### src/rtl/calc_key_fsm_multi.sv
// Calculator keypad interpreter with multi-digit BCD operands.
// Builds operands A and B, latches +/-, hands off to the ALU and holds the result.
module calc_key_fsm_multi #(
    parameter int unsigned DIGITS = 4,
    parameter bit          CHAIN  = 1'b1
) (
    input  logic                  clk,
    input  logic                  reset,
    input  logic                  key_valid,
    input  logic                  key_tipo,
    input  logic [3:0]            key_code,
    input  logic                  alu_done,
    input  logic [4*DIGITS-1:0]   alu_result,
    output logic [4*DIGITS-1:0]   op_a,
    output logic [4*DIGITS-1:0]   op_b,
    output logic                  op_sub,
    output logic                  calc_start,
    output logic [4*DIGITS-1:0]   result_q,
    output logic [2:0]            OE,
    output logic                  err,
    output logic [2:0]            state
);

    localparam int unsigned W  = 4 * DIGITS;
    localparam int unsigned CW = $clog2(DIGITS + 1);

    typedef enum logic [2:0] {
        IDLE    = 3'd0,
        ENTER_A = 3'd1,
        OP_WAIT = 3'd2,
        ENTER_B = 3'd3,
        CALC    = 3'd4,
        SHOW    = 3'd5
    } state_t;

    state_t        st_q, st_d;
    logic [CW-1:0] cnt_q, cnt_d;
    logic [W-1:0]  op_a_d, op_b_d, result_d;
    logic          op_sub_d, start_d, err_d;
    logic [2:0]    oe_d;

    logic key_num, key_op, key_eq, key_clr, key_bad, room;

    // Key classification; anything valid but unrecognised is rejected.
    assign key_num = key_valid && !key_tipo && (key_code <= 4'd9);
    assign key_op  = key_valid &&  key_tipo && (key_code == 4'hA || key_code == 4'hB);
    assign key_eq  = key_valid &&  key_tipo && (key_code == 4'hC);
    assign key_clr = key_valid &&  key_tipo && (key_code == 4'hF);
    assign key_bad = key_valid && !(key_num || key_op || key_eq || key_clr);
    assign room    = (cnt_q < CW'(DIGITS));
    assign state   = st_q;

    always_ff @(posedge clk) begin
        if (!reset) begin
            st_q       <= IDLE;
            cnt_q      <= '0;
            op_a       <= '0;
            op_b       <= '0;
            op_sub     <= 1'b0;
            calc_start <= 1'b0;
            result_q   <= '0;
            OE         <= 3'd0;
            err        <= 1'b0;
        end else begin
            st_q       <= st_d;
            cnt_q      <= cnt_d;
            op_a       <= op_a_d;
            op_b       <= op_b_d;
            op_sub     <= op_sub_d;
            calc_start <= start_d;
            result_q   <= result_d;
            OE         <= oe_d;
            err        <= err_d;
        end
    end

    always_comb begin
        st_d     = st_q;
        cnt_d    = cnt_q;
        op_a_d   = op_a;
        op_b_d   = op_b;
        op_sub_d = op_sub;
        result_d = result_q;
        start_d  = 1'b0;
        err_d    = 1'b0;
        oe_d     = 3'd0;

        if (key_clr) begin
            st_d     = IDLE;
            cnt_d    = '0;
            op_a_d   = '0;
            op_b_d   = '0;
            op_sub_d = 1'b0;
            result_d = '0;
        end else begin
            err_d = key_bad;
            unique case (st_q)
                IDLE: begin
                    if (key_num) begin
                        op_a_d = W'(key_code);
                        cnt_d  = CW'(1);
                        st_d   = ENTER_A;
                    end else if (key_op || key_eq) begin
                        err_d = 1'b1;
                    end
                end
                ENTER_A: begin
                    if (key_num) begin
                        if (room) begin
                            op_a_d = W'({op_a, key_code});
                            cnt_d  = cnt_q + CW'(1);
                        end else begin
                            err_d = 1'b1;
                        end
                    end else if (key_op) begin
                        op_sub_d = key_code[0];
                        st_d     = OP_WAIT;
                    end
                end
                OP_WAIT: begin
                    if (key_op) begin
                        op_sub_d = key_code[0];
                    end else if (key_num) begin
                        op_b_d = W'(key_code);
                        cnt_d  = CW'(1);
                        st_d   = ENTER_B;
                    end else if (key_eq) begin
                        err_d = 1'b1;
                    end
                end
                ENTER_B: begin
                    if (key_num) begin
                        if (room) begin
                            op_b_d = W'({op_b, key_code});
                            cnt_d  = cnt_q + CW'(1);
                        end else begin
                            err_d = 1'b1;
                        end
                    end else if (key_eq) begin
                        st_d    = CALC;
                        start_d = 1'b1;
                    end else if (key_op) begin
                        err_d = 1'b1;
                    end
                end
                CALC: begin
                    err_d = key_valid;
                    if (alu_done) begin
                        result_d = alu_result;
                        st_d     = SHOW;
                    end
                end
                SHOW: begin
                    if (key_num) begin
                        op_a_d = W'(key_code);
                        op_b_d = '0;
                        cnt_d  = CW'(1);
                        st_d   = ENTER_A;
                    end else if (key_op) begin
                        if (CHAIN) begin
                            op_a_d   = result_q;
                            op_b_d   = '0;
                            op_sub_d = key_code[0];
                            cnt_d    = '0;
                            st_d     = OP_WAIT;
                        end else begin
                            err_d = 1'b1;
                        end
                    end
                end
                default: st_d = IDLE;
            endcase
        end

        // Display select follows the state being entered.
        unique case (st_d)
            ENTER_A, OP_WAIT: oe_d = 3'd1;
            ENTER_B, CALC:    oe_d = 3'd2;
            SHOW:             oe_d = 3'd3;
            default:          oe_d = 3'd0;
        endcase
    end

endmodule

### config.mk
export PLATFORM = sky130hd
export DESIGN_NAME = calc_key_fsm_multi
export DESIGN_NICKNAME = d
export VERILOG_FILES = /design/src/rtl/calc_key_fsm_multi.sv
export SDC_FILE = /design/constraint.sdc
export NUM_CORES = 1
export LEC_CHECK = 0
export CAP_MARGIN = 5
export CORE_ASPECT_RATIO = 0.9
export CORE_MARGIN = 10
export CORE_UTILIZATION = 35
export DETAILED_ROUTE_END_ITERATION = 8
export HOLD_SLACK_MARGIN = 0.06
export PLACE_DENSITY = 0.69
export SYNTH_ARGS = -nofsm -noshare
export SYNTH_HDL_FRONTEND = slang
export SYNTH_SLANG_ARGS = --single-unit
### constraint.sdc
create_clock -name clk -period 2.8 [get_ports clk]
set_clock_uncertainty 0.1 [all_clocks]
set_input_delay 0.28 -clock clk [delete_from_list [all_inputs] [get_ports clk]]
set_output_delay 0.28 -clock clk [all_outputs]
set_load 0.05 [all_outputs]
# [After elaboration in Yosys (flattened, before gate mapping)]
# Cells that the tools add are included.
[totals] regBits=60 in_bits=25 out_inout_bits=57 wordCells=115
[classes] addsub=1 n_lt_le_gt_ge=2 eq_ne=25 n_mux=46 bitwise_logic=2 reduce_logical=30
[ops] operator="16-bit 2-to-1 mux" count=10
[ops] operator="16-bit case mux with 3 select lines" count=2
[ops] operator="3-bit 2-to-1 mux" count=16
[ops] operator="3-bit case mux with 6 select lines" count=1
[ops] operator="4-bit equality test, second input constant" count=4
[ops] operator="2-bit inequality test, second input constant" count=8
[ops] operator="1-bit 2-to-1 mux" count=13
[ops] operator="3-bit by 2-bit equality test with 1-bit output, second input constant" count=4
[ops] operator="3-bit equality test, second input constant" count=4
[ops] operator="3-bit case mux with 4 select lines" count=1
[ops] operator="5-bit AND reduction" count=2
[ops] operator="2-bit OR reduction" count=5
[ops] operator="1-bit logical AND" count=7
[ops] operator="3-bit by 1-bit equality test with 1-bit output, second input constant" count=2
[ops] operator="2-bit case mux with 3 select lines" count=1
[ops] operator="6-bit AND reduction" count=1
[ops] operator="3-bit nonzero test" count=2
[ops] operator="1-bit logical OR" count=5
[ops] operator="1-bit case mux with 5 select lines" count=1
[ops] operator="4-bit <= comparator, second input constant" count=1
[ops] operator="2-bit by 1-bit inequality test with 1-bit output, second input constant" count=2
[ops] operator="2-bit AND reduction" count=2
[ops] operator="4-bit nonzero test" count=1
[ops] operator="4-bit OR reduction" count=1
[ops] operator="other kinds (8)" count=10

# [Logic depth before layout (Yosys ltp)]
[depth] ltp_word=12 mapped_depth=7 ltp_nobuf=5

# [Worst setup path before layout]
# OpenSTA, ideal clock, no wires.
[synth_timing] kind="register to register" from="reg st_q[0], in the netlist state[0]" to="reg op_a[5]" setup_time_ps=86 arrival_ps=1970 t_required_ps=2614 slack_ps=644 path_stages_with_launch=8 n_path_buf=2 synth_period_minus_slack_ps=2156 path_cell_list="dfxtp_1 -> clkbuf_2 -> and2b_1 -> nand2_1 -> a21oi_2 -> buf_2 -> a22oi_1 -> a211oi_1"
[synth_between] elab_chain_cells=3 word_cells_on_any_way=10 cone_classes="eq/ne (6); mux (1); reduce/logical (3)"
[synth_lines] element="from (decl)" line="36" text="state_t st_q, st_d;"
[synth_lines] element="from (signal assigned)" line="65" text="st_q <= st_d;"
[synth_lines] element="3-bit equality test, or another cell as far along" line="97" text="unique case (st_q)"
[synth_lines] element="3-bit inequality test (no source line), or another cell as far along"
[synth_lines] element="5-bit AND reduction (no source line)"
[synth_lines] element="to (signal assigned)" line="67" text="op_a <= op_a_d;"
[synth_lines] element="to (decl)" line="14" text="output logic [4*DIGITS-1:0] op_a,"
# Parallel ways exist; a longest one is shown, timed or not.
# A chain may end at the register's enable or synchronous reset.

# [Worst setup path after layout]
[layout_timing] from="reg st_q[2], in the netlist state[2]" to="reg op_a[3]"
# The elaborated chain is that of the path after synthesis.

==> results summary <==
The run finished with clean final reports. The clock transition time at the flip-flop clock pins of the worst setup and hold paths is 0.06 ns. The time the worst path needs with I/O delays and setup came out at 2.35 ns.

The number of buffers added to fix hold violations after cts is 0. No sink is reached through more buffers than the 2 on the longest clock path. The biggest fanout along the worst timing path came out at 16. The vertical extent of the die came out at 102 um.

The pre-antenna-repair detailed-routing pass consisted of 5 iterations. The number of sinks on the clock net came out at slightly below 60. The area share of the largest cell type after synthesis came out at 44.9%. The static leakage came out at 1.24 nW.

The share of final-layout standard cells stronger than drive strength 1 came out at 9.50%. The via density per instance is approximately 5.3. The final count of hold timing violations came out at 0. The total half-perimeter wirelength after legalization and detailed placement came out at 5.70 mm. The mean area per synthesized cell came out at 8.77 um2.

The aggregate global-route resource usage came out at around an eighth. For this run the aggregate overflow at the end of global routing stands at 0. The post-route worst hold slack is 0.371 ns. The number of CTS-inserted buffers came out at 9.

The synthesized net count came out at 326. The initial antenna violation count came out at 0. The starting density of the core is 36.6%. The maximum clock frequency is 0.425 GHz. The total wire length came out at 7.73 mm.

Relative to the synthesized area, the layout overhead comes to 41.0%. The number of antenna-violating nets in the routed design came out at 0. The total power divided by cell area is 487 nW/um2.

The tightest slew margin relative to the limit is roughly 45%. Entering global routing, the biggest net connects 33 pins. In this run, synthesis produced a sequential element count of 59. In the routed design, unresolved DRC markers number 0.

The die footprint came out at 11,400 um2. At the end of routability-driven placement, the weighted congestion stood at ~0.9. The worst endpoint required time is 2.94 ns.

For the final routed database, the setup TNS stands at 0 ns. Counting flops with a built-in enable in the synthesized netlist gives 0. The peak supply drop came out at ~0.25 mV. In this run the cell area of the synthesized design comes to about 2600 um2. The routed length per instance is between 15 and 20 um. STA classifies the critical path endpoint as a register.

The first global-routing pass estimated 12.4 mm of wire. In the synthesized netlist the dominant register cell turns out to be dfxtp_1. The slew at the pin closest to its max-slew limit came out at 0.826 ns. The sequential fraction of the synthesis area is between 40% and 50%. The total of buffers placed on input and output ports is 80. The tool flagged a number of max-cap violations equal to 0. Setup repair after global routing left no endpoint under its margin. The antenna diode count is 0. The data arrival time of the critical path came out at 2.50 ns.

The portion of the clock cycle consumed by the worst path in the final layout is 84.0%. By area the synthesized netlist is led by dfxtp_1 (45%), nand2_1 (6.0%), a21oi_1 (5.9%), a32o_1 (4.6%), a22oi_1 (4.3%). The count of boundary I/O pins came out at slightly above 80. The total via count in the routed design came out at about 2,500. The type of the worst setup path is reg2reg. The post-synthesis instance total is 300.

The core area is 7180 um2. The standard-cell row count came out at 29. The share of synthesized registers carrying an async set or reset came out at 0%. The number of DRC markers after the initial detailed-route iteration is 177. The H-tree generated during clock tree synthesis spans 3 levels. The post-layout net count came out at 401. The cell sitting at the root of the clock tree is a clkbuf_8.

Once the clock tree was built, the resizer swapped 0 gates to a different size. Summed over all instances, the cell type with the most area after synthesis is dfxtp_1. The number of global-route vias before repair came to 2,347.

The clock tree from TritonCTS is yes. The worst-skew pair later-pin latency came out at 0.33 ns. The die is 111 um wide. The post-CTS setup buffer count came out at 0. The max-slew violation total from the final report is 0.

The count of final setup violators is 0. The number of unique standard cell types used by synthesis is 48. The number of warnings reported in the yosys synthesis log came out at 0. The class of the tightest hold or removal check is reg2reg. The worst setup path is launched from a register.
## layout make-up
class / instances / area [um2]
timing repair buffer: 90 / 888
sequential: 59 / 1180
fill: 688 / 3480
inverter: 5 / 18.8
tap: 93 / 116
clock inverter: 2 / 35.0
clock buffer: 13 / 159
multi-input combinational: 210 / 1310
## worst paths after layout
path | from | to | slack, ns | cells after the start
min reg2reg | result_q[6]$_SDFFE_PP0P_ | result_q[6]$_SDFFE_PP0P_ | 0.37 | 2
max | state[2]$_SDFF_PN0_ | op_a[3]$_SDFFE_PP0P_ | 0.45 | 4
max reg2reg | state[2]$_SDFF_PN0_ | op_a[3]$_SDFFE_PP0P_ | 0.45 | 4
min | result_q[6]$_SDFFE_PP0P_ | result_q[6]$_SDFFE_PP0P_ | 0.37 | 2
## critical path, cell delays in order, from the launching register on
cell and delay (ns):
dfxtp_1 0.65, nand2_1 0.35, a21oi_2 0.70, mux2i_1 0.20, a211oi_1 0.26
## logic make-up (layout without fill, tap and decap cells)
group                      Yosys count  in the layout  share of synthesized area, %
AOI/OAI and AO/OA                  102            102                          29.4
and+or+nand+nor                    100            100                          17.4
DFF                                 59             59                          44.9
buffers and inverters               31            110                          5.57
muxes                                4              4                          1.52
xor gates and xnor gates             2              2                         0.666
adders and majority gates            1              1                         0.476
other                                1              1                         0.143
## cell usage after synthesis (2+ instances only)
master,instances
a211oi_1,12
clkbuf_1,13
dfxtp_1,59
and2_1,2
nand2_1,42
nand3b_1,4
nand2b_1,4
a22oi_1,15
nor3_1,3
nor2_1,28
nor2b_1,2
a211oi_2,6
o221ai_1,3
buf_2,8
a32o_1,12
inv_1,5
a21oi_1,31
o21ai_0,6
mux2i_1,4
buf_4,3
nand3_1,7
o21a_1,2
a21o_1,3
a31oi_1,2
## power by group
part / internal [mW] / switching [mW]
clock: 0.454 / 0.314
combinational: 0.0754 / 0.107
sequential: 0.849 / 0.00823
## metrics by stage
| stage | util [%] | instances | total power, mW | setup slack, ns | instance area [um2] |
|---|---|---|---|---|---|
| 2_1_floorplan | - | 300 | 0.982 | 0.644 | 2630 |
| 3_3_place_gp | 48.9 | 457 | 1.06 | 0.317 | 3510 |
| 3_5_place_dp | 48.9 | 457 | 1.06 | 0.210 | 3510 |
| 4_1_cts | 51.6 | 472 | 1.82 | 0.427 | 3710 |
| 5_1_grt | 51.6 | 472 | 1.89 | 0.183 | 3710 |
| 6_report | 51.6 | 472 | 1.81 | 0.447 | 3710 |
## registers in the layout (all words and copies together) (netlist names)
signal	cells
OE	2
calc_start	1
cnt_q	3
err	1
op_a	16
op_b	16
op_sub	1
result_q	16
state	3
## layout by cell type (no fill, tap or decap), types with 7 or more instances in the layout
master | synthesis | final
clkdlybuf4s50_1 | 0 | 80
dfxtp_1 | 59 | 59
nand2_1 | 42 | 42
a21oi_1 | 31 | 31
nor2_1 | 28 | 28
a22oi_1 | 15 | 15
a211oi_1 | 12 | 12
a32o_1 | 12 | 12
clkbuf_8 | 0 | 11
buf_4 | 3 | 9
nand3_1 | 7 | 7
## metal layers
layer	vias to the layer above	track usage (%)	share of wire [%]
met5	-	0	0
li1	1235	-	-
met3	8	5.04	7.2
met4	0	5.03	1.6
met1	1163	16.2	43
met2	96	21.0	48
No activity file was read; power rests on OpenSTA's default activity.
